[config.mk]
export PLATFORM = sky130hd
export DESIGN_NAME = mem_access_unit
export DESIGN_NICKNAME = d
export VERILOG_FILES = /design/src/rtl/mem_access_unit.sv
export SDC_FILE = /design/constraint.sdc
export NUM_CORES = 1
export LEC_CHECK = 0
export ABC_AREA = 1
export BUFFER_PORTS_ARGS = -buffer_cell sky130_fd_sc_hd__buf_2
export CAP_MARGIN = 20
export CORE_MARGIN = 1.5
export CORE_UTILIZATION = 55
export CTS_BUF_LIST = sky130_fd_sc_hd__clkbuf_16
export DETAILED_ROUTE_END_ITERATION = 10
export HOLD_SLACK_MARGIN = 0.12
export PLACE_DENSITY = 0.84
export SLEW_MARGIN = 20
export SYNTH_ARGS = -nofsm -noshare
export SYNTH_HDL_FRONTEND = slang
export SYNTH_SLANG_ARGS = --single-unit
[constraint.sdc]
create_clock -name clk -period 7.6 [get_ports clk]
set_input_delay 1.14 -clock clk [delete_from_list [all_inputs] [get_ports clk]]
set_output_delay 1.14 -clock clk [all_outputs]
set_load 0.01 [all_outputs]
[src/rtl/mem_access_unit.sv]
// mem_access_unit: RV32I load/store initiator for a word-addressed data memory.
// Byte/halfword stores are done as read-modify-write; loads are lane-extracted
// and sign/zero-extended into rdata. Misaligned or illegal accesses end in ERR.
module mem_access_unit (
    input  logic        clk,
    input  logic        rst,
    input  logic        req,
    input  logic        store,
    input  logic [2:0]  funct3,
    input  logic [31:0] addr,
    input  logic [31:0] wdata,
    output logic        busy,
    output logic        done,
    output logic        err,
    output logic [31:0] rdata,
    output logic [31:0] mem_A,
    output logic        mem_WE,
    output logic [31:0] mem_WD,
    input  logic [31:0] mem_RD
);

    typedef enum logic [2:0] {
        IDLE,
        LOAD,
        READ,
        WRITE,
        DONE,
        ERR
    } state_t;

    state_t      state;
    state_t      req_next;
    logic        req_bad;
    logic [31:0] addr_q;
    logic [2:0]  f3_q;
    // Only the low halfword of the store data is needed after the request:
    // word stores load the merge register straight from wdata.
    logic [15:0] wd_q;
    logic [31:0] merge_q;
    logic [7:0]  ld_byte;
    logic [15:0] ld_half;
    logic [31:0] ld_val;
    logic [31:0] merge_val;

    assign mem_A  = addr_q;
    assign mem_WD = merge_q;

    // Classify the incoming request and choose the state after IDLE.
    always_comb begin
        req_bad = 1'b0;
        if (store) begin
            req_bad = (funct3 > 3'd2);
        end else begin
            req_bad = (funct3 == 3'b011) || (funct3[2:1] == 2'b11);
        end
        if (funct3[1:0] == 2'b01 && addr[0]) begin
            req_bad = 1'b1;
        end
        if (funct3[1:0] == 2'b10 && addr[1:0] != 2'b00) begin
            req_bad = 1'b1;
        end

        if (req_bad) begin
            req_next = ERR;
        end else if (!store) begin
            req_next = LOAD;
        end else if (funct3[1:0] == 2'b10) begin
            req_next = WRITE;
        end else begin
            req_next = READ;
        end
    end

    // Lane extraction and extension for loads, lane insertion for sub-word stores.
    always_comb begin
        ld_byte = mem_RD[7:0];
        case (addr_q[1:0])
            2'd0: ld_byte = mem_RD[7:0];
            2'd1: ld_byte = mem_RD[15:8];
            2'd2: ld_byte = mem_RD[23:16];
            2'd3: ld_byte = mem_RD[31:24];
            default: ld_byte = mem_RD[7:0];
        endcase
        ld_half = addr_q[1] ? mem_RD[31:16] : mem_RD[15:0];

        case (f3_q)
            3'b000: ld_val = {{24{ld_byte[7]}}, ld_byte};
            3'b001: ld_val = {{16{ld_half[15]}}, ld_half};
            3'b100: ld_val = {24'd0, ld_byte};
            3'b101: ld_val = {16'd0, ld_half};
            default: ld_val = mem_RD;
        endcase

        merge_val = mem_RD;
        if (f3_q[1:0] == 2'b00) begin
            case (addr_q[1:0])
                2'd0: merge_val[7:0]   = wd_q[7:0];
                2'd1: merge_val[15:8]  = wd_q[7:0];
                2'd2: merge_val[23:16] = wd_q[7:0];
                2'd3: merge_val[31:24] = wd_q[7:0];
                default: merge_val = mem_RD;
            endcase
        end else if (addr_q[1]) begin
            merge_val[31:16] = wd_q;
        end else begin
            merge_val[15:0] = wd_q;
        end
    end

    // Access sequencer with registered status and memory-control outputs.
    always_ff @(posedge clk or posedge rst) begin
        if (rst) begin
            state   <= IDLE;
            busy    <= 1'b0;
            done    <= 1'b0;
            err     <= 1'b0;
            mem_WE  <= 1'b0;
            rdata   <= '0;
            addr_q  <= '0;
            f3_q    <= '0;
            wd_q    <= '0;
            merge_q <= '0;
        end else begin
            done   <= 1'b0;
            err    <= 1'b0;
            mem_WE <= 1'b0;
            case (state)
                IDLE: begin
                    if (req) begin
                        addr_q <= addr;
                        f3_q   <= funct3;
                        wd_q   <= wdata[15:0];
                        state  <= req_next;
                        busy   <= 1'b1;
                        if (req_next == ERR) begin
                            done <= 1'b1;
                            err  <= 1'b1;
                        end
                        if (req_next == WRITE) begin
                            merge_q <= wdata;
                            mem_WE  <= 1'b1;
                        end
                    end
                end
                LOAD: begin
                    rdata <= ld_val;
                    state <= DONE;
                    done  <= 1'b1;
                end
                READ: begin
                    merge_q <= merge_val;
                    state   <= WRITE;
                    mem_WE  <= 1'b1;
                end
                WRITE: begin
                    state <= DONE;
                    done  <= 1'b1;
                end
                DONE, ERR: begin
                    state <= IDLE;
                    busy  <= 1'b0;
                end
                default: begin
                    state <= IDLE;
                    busy  <= 1'b0;
                end
            endcase
        end
    end

endmodule

==> flow_metrics.env <==
export IMPL_syn_inst=993
export IMPL_fin_crit_sh_pct=39.81
export IMPL_ys_seq_elements=122
export IMPL_drc_errors=0
export IMPL_gr_total_overflow=0
export IMPL_final_setup_worst_slack_ns=4.574
export IMPL_cts_hold_repair_buffers=0
export IMPL_yosysTopAreaCellShare_pct=43.04
export IMPL_irDropWorstVdd_mv=0.2370
export IMPL_timing_slew_headroom_pct=38.15
export IMPL_outcome="finished, final reports clean"
export IMPL_start_util_pct=56.21
export IMPL_cts_root_buf="clkbuf_16"
export IMPL_layout_commonest_cell="nand2_1"
export IMPL_ff2ff_path_depth=7
export IMPL_syn_nets=1096
export IMPL_drt_iter0_markers=739
export IMPL_synth_area_mm2=0.007093
export IMPL_clkTransAtPathRegs_ns=0.06
export IMPL_cp_required_ns=7.96
export IMPL_place_ws_ns=4.180
export IMPL_rows=41
export IMPL_ant_nets=0
export IMPL_synth_area_leader_cell="dfrtp_1"
export IMPL_worstSetupEndpointType="flip-flop"
export IMPL_post_cts_buffers=0
export IMPL_cts_resized_gates=0
export IMPL_hp_class="reg -> reg"
export IMPL_syn_to_final_growth_pct=21.68
export IMPL_min_delay_path_depth=2
export IMPL_arrival_ns=3.39
export IMPL_grt_setup_unrepaired="no"
export IMPL_yosysUniqueCellTypes=31
export IMPL_numPortBuffers=202
export IMPL_synthFlopType="dfrtp_1"
export IMPL_finalSetupViolCount=0
export IMPL_p_per_area_mw_per_mm2=440.0
export IMPL_grtUsageTotal_pct=30.79
export IMPL_cts_buffers=17
export IMPL_layout_drive_gt1_share_pct=25.13
export IMPL_avgSynthCellArea_um2=7.143
export IMPL_r2r_start="state[2]"
export IMPL_cts_sinks=122
export IMPL_reg2reg_slack_ns=5.00
export IMPL_reg2reg_to="mem_WD[6]"
export IMPL_worstSetupStartpointType="input pin"
export IMPL_grt_pass1_vias=6441
export IMPL_cap_viol_max_count=0
export IMPL_wl_per_cell_um=15.14
export IMPL_post_route_util_pct=68.39
export IMPL_die_w_um=116.6
export IMPL_crit_type="in -> reg"
export IMPL_seq_area_frac_synth_pct=43.04
export IMPL_clock_fmax_mhz=330.5
export IMPL_clk_latency_ns=0.43
export IMPL_routed_wirelength_um=20380
export IMPL_grt_first_pass_wirelength_um=31930
export IMPL_synth_area_leaders="dfrtp_1 (43%), nand2_1 (17%), nor2_1 (8.1%), nand3_1 (7.1%), a21oi_1 (3.8%)"
export IMPL_p_leak_nw=4.671
export IMPL_finClkSkew_ns=0.009289
export IMPL_dieHeight_um=116.6
export IMPL_synth_edf_count=0
export IMPL_drv_slew=0
export IMPL_htreeDepth=4
export IMPL_async_flop_share_pct=100.0
export IMPL_min_from="busy"
export IMPL_worst_slew_pin_slew_ns=0.9255
export IMPL_layout_common_cells="nand2_1 (322), buf_2 (202), nor2_1 (154)"
export IMPL_ys_warn_count=0
export IMPL_cts_buffer_depth=2
export IMPL_finalPower_w=0.003798
export IMPL_first_pass_iters=5
export IMPL_cp_max_fo=33
export IMPL_fillers=1157
export IMPL_cts_tree="yes"
export IMPL_fin_setup_tns_ns=0
export IMPL_core_mm2=0.01262
export IMPL_hold_end="busy"
export IMPL_routed_via_density=5.287
export IMPL_fin_nets=1264
export IMPL_routabilityCongestion=0.9075
export IMPL_vias=7116
export IMPL_antenna_found_initial=0
export IMPL_grt_max_degree=75
export IMPL_die_area_mm2=0.01359
export IMPL_hold_viol_final=0
export IMPL_finalCriticalPeriod_ns=3.026
export IMPL_pin_count=203
export IMPL_n_antenna_cell=0
export IMPL_post_dp_hpwl_um=14300
## power by group
group | internal [W] | switching, W
Combinational | 0.000665 | 0.00112
Clock | 0.000523 | 0.000323
Sequential | 0.000973 | 0.000195
Total | 0.00216 | 0.00164
## logic make-up after synthesis
kind of cell | share of synthesized area [%]
compound gates | 7.180
buf+inv | 9.226
flops | 43.04
mux | 4.922
simple gates | 35.63
## synth_stat cells (all sizes together) (11+ instances only)
cell and n:
a21oi 55, inv 81, mux2 31, nand3 103, or2 17, dfrtp 122
o21ai 25, o211ai 11, nand2 327, buf 47, clkbuf 11, nor2 159
## how the worst max path moves through the flow
stage | from | end
after floorplan | rst | busy
after global placement | funct3[1] | mem_WD[14]
after detailed placement | funct3[1] | mem_WD[3]
after CTS | funct3[1] | mem_WD[6]
after global routing | funct3[1] | mem_WD[30]
final | funct3[1] | mem_WD[6]
## metal layers
metal	GRT usage (%)	vias up	part of all wire (%)
li1	-	3452	-
met1	41.42	3279	42
met3	8.044	42	8.7
met2	48.16	343	46
met5	0	-	0
met4	11.73	0	2.8
## through the flow
| step | cell area [um2] | std cells | hold WS, ns |
|---|---|---|---|
| final | 8631 | 1346 | 0.4753 |
| after global routing | 8631 | 1346 | 0.5033 |
| after CTS | 8631 | 1346 | 0.4771 |
| after detailed placement | 8018 | 1314 | 0.4596 |
| after global placement | 8018 | 1314 | 0.4520 |
| after floorplan | 7093 | 993 | 0.4923 |
## flip-flops by register name (all words and copies together), names as in the netlist
register  cells
busy          1
done          1
err           1
f3_q          3
mem_A        32
mem_WD       32
mem_WE        1
rdata        32
state         3
wd_q         16
## area by class of cell
cell class                      instances  area (um2)  share of cell area (%)
Clock buffer                           17       425.4                   4.929
Timing Repair Buffer                  207        1049                   12.15
Tap cell                              172       215.2                   2.493
Inverter                               81       309.0                   3.581
Multi-Input combinational cell        732        3391                   39.29
Sequential cell                       122        3054                   35.39
Clock inverter                         15       187.7                   2.175
## worst max-delay path, stage by stage
cell and delay (ns):
buf_2 0.13, nor2_1 0.11, nor2_1 0.06, nor2_2 0.15
nand4_2 0.71, nand2_2 0.84, nand2_1 0.12, nand2_1 0.10
(Power assumes the default switching activity.)
